<file path="config.mk">
export PLATFORM = sky130hd
export DESIGN_NAME = des128_dec_key_sched
export DESIGN_NICKNAME = d
export VERILOG_FILES = /design/src/rtl/des128_pkg.sv /design/src/rtl/des128_rotr_sel.sv /design/src/rtl/des128_dec_key_sched.sv
export SDC_FILE = /design/constraint.sdc
export NUM_CORES = 1
export LEC_CHECK = 0
export ABC_AREA = 1
export CAP_MARGIN = 5
export CORE_ASPECT_RATIO = 2
export CORE_MARGIN = 2
export CORE_UTILIZATION = 40
export DETAILED_ROUTE_END_ITERATION = 10
export GPL_ROUTABILITY_DRIVEN = 1
export PLACE_DENSITY = 0.86
export SLEW_MARGIN = 20
export SYNTH_ARGS = -nofsm -noshare
export SYNTH_HDL_FRONTEND = slang
export SYNTH_SLANG_ARGS = --single-unit
</file>
<file path="constraint.sdc">
create_clock -name clk -period 1.54 [get_ports clk]
set_clock_uncertainty 0.1 [all_clocks]
set_input_delay 0.308 -clock clk [delete_from_list [all_inputs] [get_ports clk]]
set_output_delay 0.308 -clock clk [all_outputs]
set_load 0.03 [all_outputs]
</file>
<file path="src/rtl/des128_pkg.sv">
// Shared constants, FSM state type and per-round shift table for the
// 128-bit expanded DES decryption key schedule.
package des128_pkg;

   localparam int unsigned HALF_W      = 56;
   localparam int unsigned ROUNDS      = 16;
   localparam int unsigned TOTAL_SHIFT = 28;
   localparam int unsigned ROUND_W     = 5;

   typedef enum logic {
      ST_IDLE = 1'b0,
      ST_EMIT = 1'b1
   } state_t;

   // Encryption left-shift amount for round 1..16; the decrypt side undoes it.
   function automatic logic [1:0] sh_amt(input logic [ROUND_W-1:0] round);
      case (round)
         5'd1, 5'd2, 5'd9, 5'd16: sh_amt = 2'd1;
         default:                 sh_amt = 2'd2;
      endcase
   endfunction

endpackage

</file>
<file path="src/rtl/des128_rotr_sel.sv">
// Rotate a key half right by one or two bit positions.
module des128_rotr_sel #(
   parameter int unsigned HALF_W = 56
) (
   input  logic [HALF_W-1:0] din,
   input  logic              by2,
   output logic [HALF_W-1:0] dout
);

   always_comb begin
      if (by2) begin
         dout = {din[1:0], din[HALF_W-1:2]};
      end else begin
         dout = {din[0], din[HALF_W-1:1]};
      end
   end

endmodule

</file>
<file path="src/rtl/des128_dec_key_sched.sv">
// Decryption round-key sequencer: emits C/D halves for rounds 16 down to 1
// by right-rotating the fully shifted load value one round at a time.
module des128_dec_key_sched
   import des128_pkg::*;
#(
   parameter int unsigned P_HALF_W      = HALF_W,
   parameter int unsigned P_ROUNDS      = ROUNDS,
   parameter int unsigned P_TOTAL_SHIFT = TOTAL_SHIFT
) (
   input  logic                clk,
   input  logic                rst,
   input  logic                load_valid,
   output logic                load_ready,
   input  logic [P_HALF_W-1:0] c_in,
   input  logic [P_HALF_W-1:0] d_in,
   output logic                key_valid,
   input  logic                key_ready,
   output logic [P_HALF_W-1:0] key_c,
   output logic [P_HALF_W-1:0] key_d,
   output logic [ROUND_W-1:0]  key_round,
   output logic                key_last
);

   state_t               state_q;
   state_t               state_d;
   logic [P_HALF_W-1:0]  c_q;
   logic [P_HALF_W-1:0]  d_q;
   logic [ROUND_W-1:0]   round_q;
   logic [P_HALF_W-1:0]  c_rot;
   logic [P_HALF_W-1:0]  d_rot;
   logic [P_HALF_W-1:0]  c_load;
   logic [P_HALF_W-1:0]  d_load;
   logic                 load_fire;
   logic                 key_fire;
   logic                 round_one;
   logic                 rot_by2;

   // Round-16 key is the total left rotation, which is fixed wiring.
   assign c_load = {c_in[P_HALF_W-P_TOTAL_SHIFT-1:0], c_in[P_HALF_W-1:P_HALF_W-P_TOTAL_SHIFT]};
   assign d_load = {d_in[P_HALF_W-P_TOTAL_SHIFT-1:0], d_in[P_HALF_W-1:P_HALF_W-P_TOTAL_SHIFT]};

   assign load_ready = (state_q == ST_IDLE) && !rst;
   assign key_valid  = (state_q == ST_EMIT);
   assign round_one  = (round_q == ROUND_W'(1));
   assign key_last   = key_valid && round_one;
   assign load_fire  = load_valid && load_ready;
   assign key_fire   = key_valid && key_ready;
   assign rot_by2    = (sh_amt(round_q) == 2'd2);

   assign key_c     = c_q;
   assign key_d     = d_q;
   assign key_round = round_q;

   des128_rotr_sel #(.HALF_W(P_HALF_W)) u_rot_c (
      .din  (c_q),
      .by2  (rot_by2),
      .dout (c_rot)
   );

   des128_rotr_sel #(.HALF_W(P_HALF_W)) u_rot_d (
      .din  (d_q),
      .by2  (rot_by2),
      .dout (d_rot)
   );

   always_comb begin
      state_d = state_q;
      case (state_q)
         ST_IDLE: if (load_fire)             state_d = ST_EMIT;
         ST_EMIT: if (key_fire && round_one) state_d = ST_IDLE;
         default:                            state_d = ST_IDLE;
      endcase
   end

   always_ff @(posedge clk) begin
      if (rst) begin
         state_q <= ST_IDLE;
      end else begin
         state_q <= state_d;
      end
   end

   // Halves and round hold after the round-1 handshake so IDLE shows the last key.
   always_ff @(posedge clk) begin
      if (rst) begin
         c_q     <= '0;
         d_q     <= '0;
         round_q <= '0;
      end else if (load_fire) begin
         c_q     <= c_load;
         d_q     <= d_load;
         round_q <= ROUND_W'(P_ROUNDS);
      end else if (key_fire && !round_one) begin
         c_q     <= c_rot;
         d_q     <= d_rot;
         round_q <= round_q - ROUND_W'(1);
      end
   end

endmodule
</file>
==> results.cfg <==
[grt]
grt_pass1_vias = 8550
antenna_found_initial = 2
grt_pass1_wl_microns = 41430
grt_max_degree = 52
grt_use_total_pct = 28.82
overflow = 0

[floorplanning]
row_count = 67
die_y_microns = 188.8
start_util_pct = 40.72
core_area_sq_mm = 0.01677
die_x_microns = 96.38
num_io_pins = 236
dieArea_sq_mm = 0.01819

[placement]
gp_congestion = 0.9118
dp.cells = 1459
hpwl_microns = 17630
pre_cts_ws_ns = -0.4501
io_buffers = 235
placed_area_sq_mm = 0.009839

[drt]
drc = 0
vias_per_cell = 5.706
num_vias = 8662
first_iter_violations = 634
final_antenna_net_count = 0
drtPass1Iterations = 6
routedWlPerCell_microns = 17.87
drt-total-wl_microns = 27130

[setup_path]
cpPeakStageDelay_ns = 0.35
cp_data_required_time_ns = 1.13
critPathSlowestCell = dfxtp_4
end_kind = output port
crit_buf_inv = 4
cp_top_family = buffers and inverters
arrival_ns = 1.50
crit_chain = inv_4, ha_4, inv_2, nor2_2, nand2_2, buf_6, nor2_4, buf_6
path_max_fanout = 3
crit_path_frequent_cell = buf_6
cp-start-kind = flop
worst-setup-path-type = reg2out

[synth]
syn-num-nets = 1175
avgSynthCellArea_sq_um = 6.471
synth_area_leaders = dfxtp_1 35%, a21oi_1 17%, nand3_1 17%
synth_top_area_share_pct = 34.60
ys_ff_latch = 118
syn_area_sq_mm = 0.006827
synth.distinct_cells = 23
synth_seq_area_share_pct = 34.60
yosys_warnings = 0
yosysTopAreaCell = dfxtp_1
synth_cells = 1055

[timing]
finalHoldViolCount = 0
finalSetupViolCount = 118
fin_crit_sh_pct = 123.9
slew_headroom_pct = 77.65
hold_slack_ns = 0.4202
tns_ns = -33.17
worst_pin_slew_ns = 0.3352
slew_viol_final = 0
fin_ws_ns = -0.3686
timing.fmax_ghz = 0.5239
layout_min_cycle_time_ns = 1.909
rsz0062_at_grt = true

[pwr]
finalPower_mw = 12.61
p_leak_nw = 4.853
vdd_ir_drop_max_v = 0.0007084
power.density_mw_per_mm2 = 1125

[clock_tree]
clk_path_buf_depth = 2
cts.sinks = 118
cts_buffers = 17
htreeDepth = 4
clk_pin_slew_ns = 0.06
clk_latency_ns = 0.41
root_buffer = clkbuf_16
cts_tree = done

[finish]
fillers = 1344
area_growth_pct = 64.24
post-route-util_pct = 66.87
stdcell_area_sq_mm = 0.01121
drive_above_1_share_pct = 22.00
layout.nets = 1416
instances_no_fill = 1518

[outcome]
outcome = finished, violations left
failed_checks = setup timing

[min_path]
min_path_type = in2reg

[flow_run]
maxCapViolCount = 0
power by group:
| part | internal (mW) | leakage (nW) | switching (mW) |
|---|---|---|---|
| Combinational | 1.97 | 3.56 | 2.48 |
| Sequential | 3.37 | 0.976 | 0.275 |
| Clock | 2.96 | 0.320 | 1.55 |
Yosys cell counts:
cell type	instances
dfxtp_1	118
buf_6	13
inv_2	2
buf_1	8
nand2_4	2
nand3_1	227
o21ai_1	15
nand4_1	1
o21a_1	1
nor2_2	1
clkbuf_1	27
ha_1	4
nor2_4	1
buf_2	47
inv_1	122
a21oi_1	228
nand2_1	123
nand2_2	4
clkinv_2	1
nor2_1	9
clkbuf_2	1
clkinv_1	1
o21ai_0	99
worst min-delay path: stages:
cell and delay [ns]:
clkdlybuf4s50_1 0.40, a21oi_1 0.12, a21oi_1 0.07
cells by family after synthesis:
family	after synthesis	share of synthesized area [%]
buf+inv	222	14.53
fa+ha+maj	4	0.7332
flops	118	34.60
compound gates	343	25.18
simple gates	368	24.94
cells in the final DEF (no fill, tap or decap), types with 39 or more instances in the layout:
master | synthesis | routed
a21oi_1 | 228 | 214
buf_12 | 0 | 43
buf_4 | 0 | 39
clkdlybuf4s15_2 | 0 | 75
clkdlybuf4s50_1 | 0 | 115
dfxtp_1 | 118 | 113
inv_1 | 122 | 118
nand2_1 | 123 | 120
nand3_1 | 227 | 217
o21ai_0 | 99 | 98
metal layers:
| layer | share of wire [%] | GRT usage, % |
|---|---|---|
| met1 | 35 | 28.82 |
| met5 | 0 | 0 |
| met3 | 6.3 | 5.038 |
| met2 | 53 | 52.40 |
| met4 | 6.0 | 18.47 |
final timing paths:
| check | startpoint | to | slack [ns] | cells after the start |
|---|---|---|---|---|
| setup / recovery | key_round[1] | key_last | -0.37 | 8 |
| hold reg to reg | key_d[30] | key_d[30] | 0.44 | 2 |
| setup reg to reg | key_round[1] | key_c[6] | -0.35 | 11 |
| hold / removal | c_in[31] | key_c[3] | 0.42 | 3 |
registers in the layout, indices dropped and copies added, names as in the netlist:
| name | cells |
|---|---|
| key_c | 56 |
| key_d | 56 |
| key_round | 5 |
| key_valid | 1 |
final cells by class:
cell class	instances	area, sq um	area share (%)
multi-input combinational	716	3676	32.79
clock buffer	20	456.7	4.073
antenna	2	5.005	0.04464
timing repair buffer	317	3755	33.49
tap	207	259.0	2.310
inverter	126	488.0	4.352
sequential	118	2374	21.17
clock inverter	12	198.9	1.774
repair_timing:
| action | 4_1_cts | 5_1_grt |
|---|---|---|
| endpoints found under the hold margin | 0 | 0 |
| buffers inserted | 13 | 3 |
| hold buffers | 0 | 0 |
| gates resized for setup | 337 | 59 |
| setup endpoints to repair | 215 | 144 |
| cloned | 8 | 2 |
| pin swaps | 9 | 3 |
No activity file was read; power rests on OpenSTA's default activity.
